[src/rtl/max_if.sv]
// Candidate/result bundle for the Needleman-Wunsch maximum selector.
// master drives the request and the three scores; slave returns the registered result.
interface max_if #(
   parameter int WIDTH = 9
);
   logic                    value;
   logic signed [WIDTH-1:0] diag;
   logic signed [WIDTH-1:0] up;
   logic signed [WIDTH-1:0] lx;
   logic signed [WIDTH-1:0] max;
   logic        [2:0]       symbol;
   logic                    calculated;

   modport master (
      output value, diag, up, lx,
      input  max, symbol, calculated
   );

   modport slave (
      input  value, diag, up, lx,
      output max, symbol, calculated
   );
endinterface

[src/rtl/max.sv]
// Scoring-cell maximum selector: registers the signed max of diag/up/lx plus traceback flags.
// Optional MAX_SINGLE_DIR_EN makes symbol one-hot with priority diag > up > lx.
module max #(
   parameter int WIDTH = 9
) (
   input  logic   clk,
   input  logic   rst,
   max_if.slave   bus
);

   logic signed [WIDTH-1:0] best_du;
   logic signed [WIDTH-1:0] best;
   logic        [2:0]       hit;
   logic        [2:0]       dir;

   // NOTE: every always_comb output is assigned a default first so no latch is inferred.
   always_comb begin
      best_du = bus.up;
      best    = bus.lx;
      hit     = 3'b000;
      dir     = 3'b000;

      if (bus.diag >= bus.up) best_du = bus.diag;
      if (best_du >= bus.lx)  best    = best_du;

      // The winner always equals at least one candidate, so hit is never zero.
      hit = {bus.diag == best, bus.up == best, bus.lx == best};

`ifdef MAX_SINGLE_DIR_EN
      if (hit[2])      dir = 3'b100;
      else if (hit[1]) dir = 3'b010;
      else             dir = 3'b001;
`else
      dir = hit;
`endif
   end

   // NOTE: state registers use non-blocking assignments so all outputs update together at the edge.
   always_ff @(posedge clk or posedge rst) begin
      if (rst) begin
         bus.max        <= '0;
         bus.symbol     <= 3'b000;
         bus.calculated <= 1'b0;
      end else begin
         bus.calculated <= bus.value;
         if (bus.value) begin
            bus.max    <= best;
            bus.symbol <= dir;
         end
      end
   end

endmodule

[src/flat_wrapper.sv]
// flat-port wrapper written by rule: the top's interface ports become plain ports
module max_flat 
#(
   parameter int WIDTH = 9
)
  (clk, rst, bus_value, bus_diag, bus_up, bus_lx, bus_max, bus_symbol, bus_calculated);
  max_if #(.WIDTH(WIDTH)) bus_i ();
  input  logic clk;
  input  logic rst;
  input wire logic [$bits(bus_i.value)-1:0] bus_value;
  input wire logic [$bits(bus_i.diag)-1:0] bus_diag;
  input wire logic [$bits(bus_i.up)-1:0] bus_up;
  input wire logic [$bits(bus_i.lx)-1:0] bus_lx;
  output wire logic [$bits(bus_i.max)-1:0] bus_max;
  output wire logic [$bits(bus_i.symbol)-1:0] bus_symbol;
  output wire logic [$bits(bus_i.calculated)-1:0] bus_calculated;
  assign bus_i.value = bus_value;
  assign bus_i.diag = bus_diag;
  assign bus_i.up = bus_up;
  assign bus_i.lx = bus_lx;
  assign bus_max = bus_i.max;
  assign bus_symbol = bus_i.symbol;
  assign bus_calculated = bus_i.calculated;
  max #(.WIDTH(WIDTH)) u_core (.clk(clk), .rst(rst), .bus(bus_i));
endmodule
[config.mk]
export PLATFORM = sky130hd
export DESIGN_NAME = max_flat
export DESIGN_NICKNAME = d
export VERILOG_FILES = /design/src/rtl/max_if.sv /design/src/rtl/max.sv /design/src/flat_wrapper.sv
export SDC_FILE = /design/constraint.sdc
export NUM_CORES = 1
export LEC_CHECK = 0
export CORE_MARGIN = 1.5
export CORE_UTILIZATION = 53
export DETAILED_ROUTE_END_ITERATION = 10
export PLACE_DENSITY_LB_ADDON = 0.05
export SYNTH_ARGS = -nofsm -noshare
export SYNTH_HDL_FRONTEND = slang
export SYNTH_SLANG_ARGS = --single-unit
[constraint.sdc]
create_clock -name clk -period 1.1 [get_ports clk]
set_input_delay 0.22 -clock clk [delete_from_list [all_inputs] [get_ports clk]]
set_output_delay 0.22 -clock clk [all_outputs]
set_load 0.01 [all_outputs]
==> reports/qor.csv, run 1 <==
metric;value;unit
yosysWarnings;0;
cts_buffers;3;
io_pins;43;
postSynthAreaPerCell;8.76;um^2
post-cts-setup-buffers;22;
synth_cell_types;46;
cts_hold_buf;0;
rows;19;
die_h;58.3;um
place_congestion;0.921;
netlist_area;1620;um^2
dp.cells;316;
io_buffers;42;
status;stopped before the end;
ys_seq_area_frac;0.201;
cts_root_buf;clkbuf_4;
cts.sinks;13;
synthCells;185;
synth_nets;233;
haltStage;clock tree synthesis;
post_cts_resized;152;
dpl_cell_area;2710;um^2
cts.htree.levels;1;
dp_hpwl;5.35;mm
initial_utilization;0.573;
die_w;58.3;um
ys_seq_elements;13;
cts.path.max_buffers;2;
tool.error;[ERROR DPL-0038] Utilization greater than 100%, impossible to legalize;
==> Yosys cell counts, drive strengths merged <==
library cell / instances / area [um^2]
o221ai: 2 / 23.8
mux2i: 2 / 23.8
o2111ai: 1 / 8.76
and2b: 1 / 7.51
buf: 3 / 30.0
o211ai: 1 / 7.51
inv: 22 / 82.6
xor2: 9 / 78.8
a22o: 2 / 17.5
nand3: 3 / 20.0
ha: 18 / 225
nor4: 4 / 37.5
and2: 1 / 8.76
mux2: 8 / 113
xnor2: 15 / 131
a21oi: 8 / 40.0
nor3: 4 / 20.0
and4: 1 / 8.76
clkbuf: 2 / 7.51
dfrtp: 13 / 325
o32ai: 1 / 8.76
o31ai: 2 / 20.0
nand2b: 1 / 6.26
a211oi: 3 / 27.5
nor2: 13 / 61.3
nand2: 9 / 41.3
o22ai: 1 / 6.26
nand4: 6 / 37.5
a21o: 1 / 7.51
o221a: 1 / 11.3
nand3b: 1 / 7.51
o31a: 1 / 8.76
o21ai: 17 / 88.8
o2bb2ai: 8 / 70.1
==> cells by family after synthesis <==
kind of cell / share of synthesized area
AND/OR/NAND/NOR: 0.158
AO/OA/AOI/OAI: 0.214
multiplexers: 0.0842
adder cells (fa/ha/maj): 0.139
buffers and inverters: 0.0741
flip-flops: 0.201
XOR/XNOR: 0.130
==> per-stage QoR <==
step | TNS, ns | worst slack [ns]
after detailed placement | -31.92 | -2.72
after global placement | -29.25 | -2.53
after floorplan | -21.35 | -1.86
==> inputs of run 2 (changes only) <==
- CORE_UTILIZATION: 53 -> 40
- PLACE_DENSITY_LB_ADDON: 0.05 -> 0.15
==> reports/qor.csv, run 2 <==
metric;value;unit;change
finish.instance_area;3110;um^2;
dpl_cell_area;2710;um^2;+0.23%
cp_max_fo;5;;
violations;setup timing;;
cp.depth;15;;
dieArea;4440;um^2;
reg_top3;u_core.bus.max x9, u_core.bus.symbol x3, u_core.bus.calculated x1;;
slew_headroom;0.757;;
drt_iter0_drc;88;;
instances_no_fill;347;;
grt.overflow.total;0;;
cts_root_buf;clkbuf_8;;
met2_usage;0.501;;
hp-class;input pin to async pin;;
ys.flop_type;dfrtp_1;;
cts_tree;built;;
ys_seq_elements;13;;unchanged
period_share;2.84;;
required;1.22;ns;
cts.htree.levels;1;;unchanged
dp_hpwl;4.28;mm;-20%
critPathLaunch;bus_up[7];;
netlist.area_leader.share;0.201;;unchanged
diodes;0;;
yosys-top-cells-area;dfrtp_1, ha_1, xnor2_1;;
drc;0;;
via_per_inst;5.39;;
first_pass_iters;4;;
worst_pin_slew;0.362;ns;
track_usage;0.268;;
combPwrFrac;0.657;;
reg2reg_from;u_core.bus.symbol[2]$_DFFE_PP0P_;;
synth_nets;233;;unchanged
synthTopCellsByCount;inv_1, ha_1, xnor2_1;;
core-area;3770;um^2;
intPower;1.93;mW;
whs;0.284;ns;
routed_wirelength;5.76;mm;
via_count;1872;;
p_sw_frac;0.377;;
synthCells;185;;unchanged
grt.busiest_layer;met2;;
slew_viol_final;0;;
ir_drop;0.399;mV;
use_met3;0.0118;;
rows;22;;+3
r2r_setup_slack;0.23;ns;
cts.path.max_buffers;2;;unchanged
worst-r2r-cell-count;2;;
crit_type;input pin to flip-flop;;
netlist_area;1620;um^2;unchanged
cts_buffers;3;;unchanged
wl_per_cell;16.6;um;
yosysMostFrequentCell;inv_1;;
synth_cell_types;46;;unchanged
io_pins;43;;unchanged
rsz0062_at_grt;yes;;
io_buffers;42;;unchanged
crit_arrival;3.24;ns;
cp_top_family;simple AND/OR/NAND/NOR gates;;
grt_start_max_net_pins;15;;
area_delta_synth_final;91.7;%;
yosysWarnings;0;;unchanged
antenna_found_initial;0;;
met1_usage;0.320;;
die_h;66.6;um;+14%
clkPwrFrac;0.134;;
powerDensity;995;nW/um^2;
p_leak;1.35;nW;
die_w;66.6;um;+14%
place_ws;-2.73;ns;-0.0140 ns
fmax;321;MHz;
final_layout_size_suffix_gt1_frac;0.565;;
drtAntennaViolNets;0;;
grt_pass1_vias;1983;;
cp-end-kind;flip-flop;;
mostFrequentLayoutCells;buf_4, xnor2_1, ha_4;;
max_flop_register;u_core.bus.max;;
dp.cells;331;;+4.7%
crit_chain;clkdlybuf4s15_1 > inv_2 > ha_4 > and4_4 > a211oi_4 > nand2_8 > buf_6 > mux2_4 > ha_4 > nand2_4 > nor4_4 > o221ai_4 > nand4_1 > o21ai_1 > mux2_4;;
clkTransAtPathRegs;0.05;ns;
status;finished with violations;;
synth_edf_count;0;;unchanged
place_congestion;0.873;;-5.2%
p_switching;1.16;mW;
largest_reg_flops;9;;
fin_crit;3.12;ns;
crit_path_start_kind;input pin;;
cpPeakStageDelay;0.36;ns;
async_reset_ff_frac;1.00;;unchanged
initial_utilization;0.430;;-0.143
setup_slack;-2.02;ns;
fin_skew;0;ns;
seq_power_share;0.209;;
setup_violations;12;;
hold_viol_final;0;;
crit_path_end;u_core.bus.symbol[1]$_DFFE_PP0P_;;
drv_cap;0;;
slowest_stage;nor4_4;;
worstReg2RegEnd;u_core.bus.symbol[2]$_DFFE_PP0P_;;
postSynthAreaPerCell;8.76;um^2;unchanged
insertion_delay;0.24;ns;
layout_commonest_cell;buf_4;;
ys_seq_area_frac;0.201;;unchanged
crit_buf_inv;3;;
finalNetCount;348;;
grt_pass1_wl;9.16;mm;
cts.sinks;13;;unchanged
yosys.area.top_type;dfrtp_1;;
run 2: metal layers:
| metal | vias up | wire (um) | share of wire |
|---|---|---|---|
| li1 | 902 | - | - |
| met1 | 883 | 2350 | 0.41 |
| met2 | 67 | 2970 | 0.52 |
| met3 | 20 | 230 | 0.040 |
| met4 | 0 | 214 | 0.037 |
| met5 | - | 0 | 0 |
run 2: cell type report:
class                      instances  area, um^2
multi-input combinational        145        1610
timing repair buffer             115         975
fill                             217         666
sequential                        13         325
inverter                          22        92.6
tap                               48        60.1
clock buffer                       4        45.0
run 2: cells by family after synthesis:
group,after synthesis,synth area share
XOR/XNOR,24,0.130
buffers and inverters,27,0.0741
multiplexers,10,0.0842
AO/OA/AOI/OAI,49,0.214
adder cells (fa/ha/maj),18,0.139
AND/OR/NAND/NOR,44,0.158
flip-flops,13,0.201
run 2: metrics by stage:
step | total power, mW | utilization | setup TNS (ns)
after CTS | 2.96 | 0.805 | -23.03
after global placement | 2.30 | 0.719 | -29.58
after global routing | 3.28 | 0.823 | -24.63
after detailed placement | 2.34 | 0.719 | -31.45
after floorplan | 1.56 | - | -21.35
final | 3.09 | 0.823 | -23.16
run 2: power groups by stage:
stage / Clock (mW) / Combinational [mW] / Sequential, mW
2_1_floorplan: 0 / 0.859 / 0.696
3_3_place_gp: 0 / 1.65 / 0.645
3_5_place_dp: 0 / 1.69 / 0.649
4_1_cts: 0.419 / 1.90 / 0.643
5_1_grt: 0.445 / 2.18 / 0.655
6_report: 0.413 / 2.03 / 0.647
run 2: what timing repair did:
| action | CTS | global route |
|---|---|---|
| hold buffers | 0 | 0 |
| resized for setup | 124 | 29 |
| endpoints found under the setup margin | 25 | 16 |
| setup buffers | 12 | 1 |
| pin swaps | 31 | 28 |
run 2: worst min-delay path by stage:
| stage | from | end | slack, ns |
|---|---|---|---|
| after floorplan | rst | u_core.bus.calculated$_DFF_PP0_ | 0.1 |
| after global placement | u_core.bus.max[0]$_DFFE_PP0P_ | u_core.bus.max[0]$_DFFE_PP0P_ | 0.47 |
| after detailed placement | u_core.bus.max[0]$_DFFE_PP0P_ | u_core.bus.max[0]$_DFFE_PP0P_ | 0.47 |
| after CTS | rst | u_core.bus.calculated$_DFF_PP0_ | 0.29 |
| after global routing | rst | u_core.bus.max[8]$_DFFE_PP0P_ | 0.31 |
| final | rst | u_core.bus.max[8]$_DFFE_PP0P_ | 0.28 |
run 2: worst reg2reg max path: cells and delay by family (launching register included):
kind	cells	cell delay (ns)
AOI/OAI and AO/OA	1	0.23
DFF	1	0.39
buffers and inverters	1	0.14
Power figures use the tool's default switching activity.
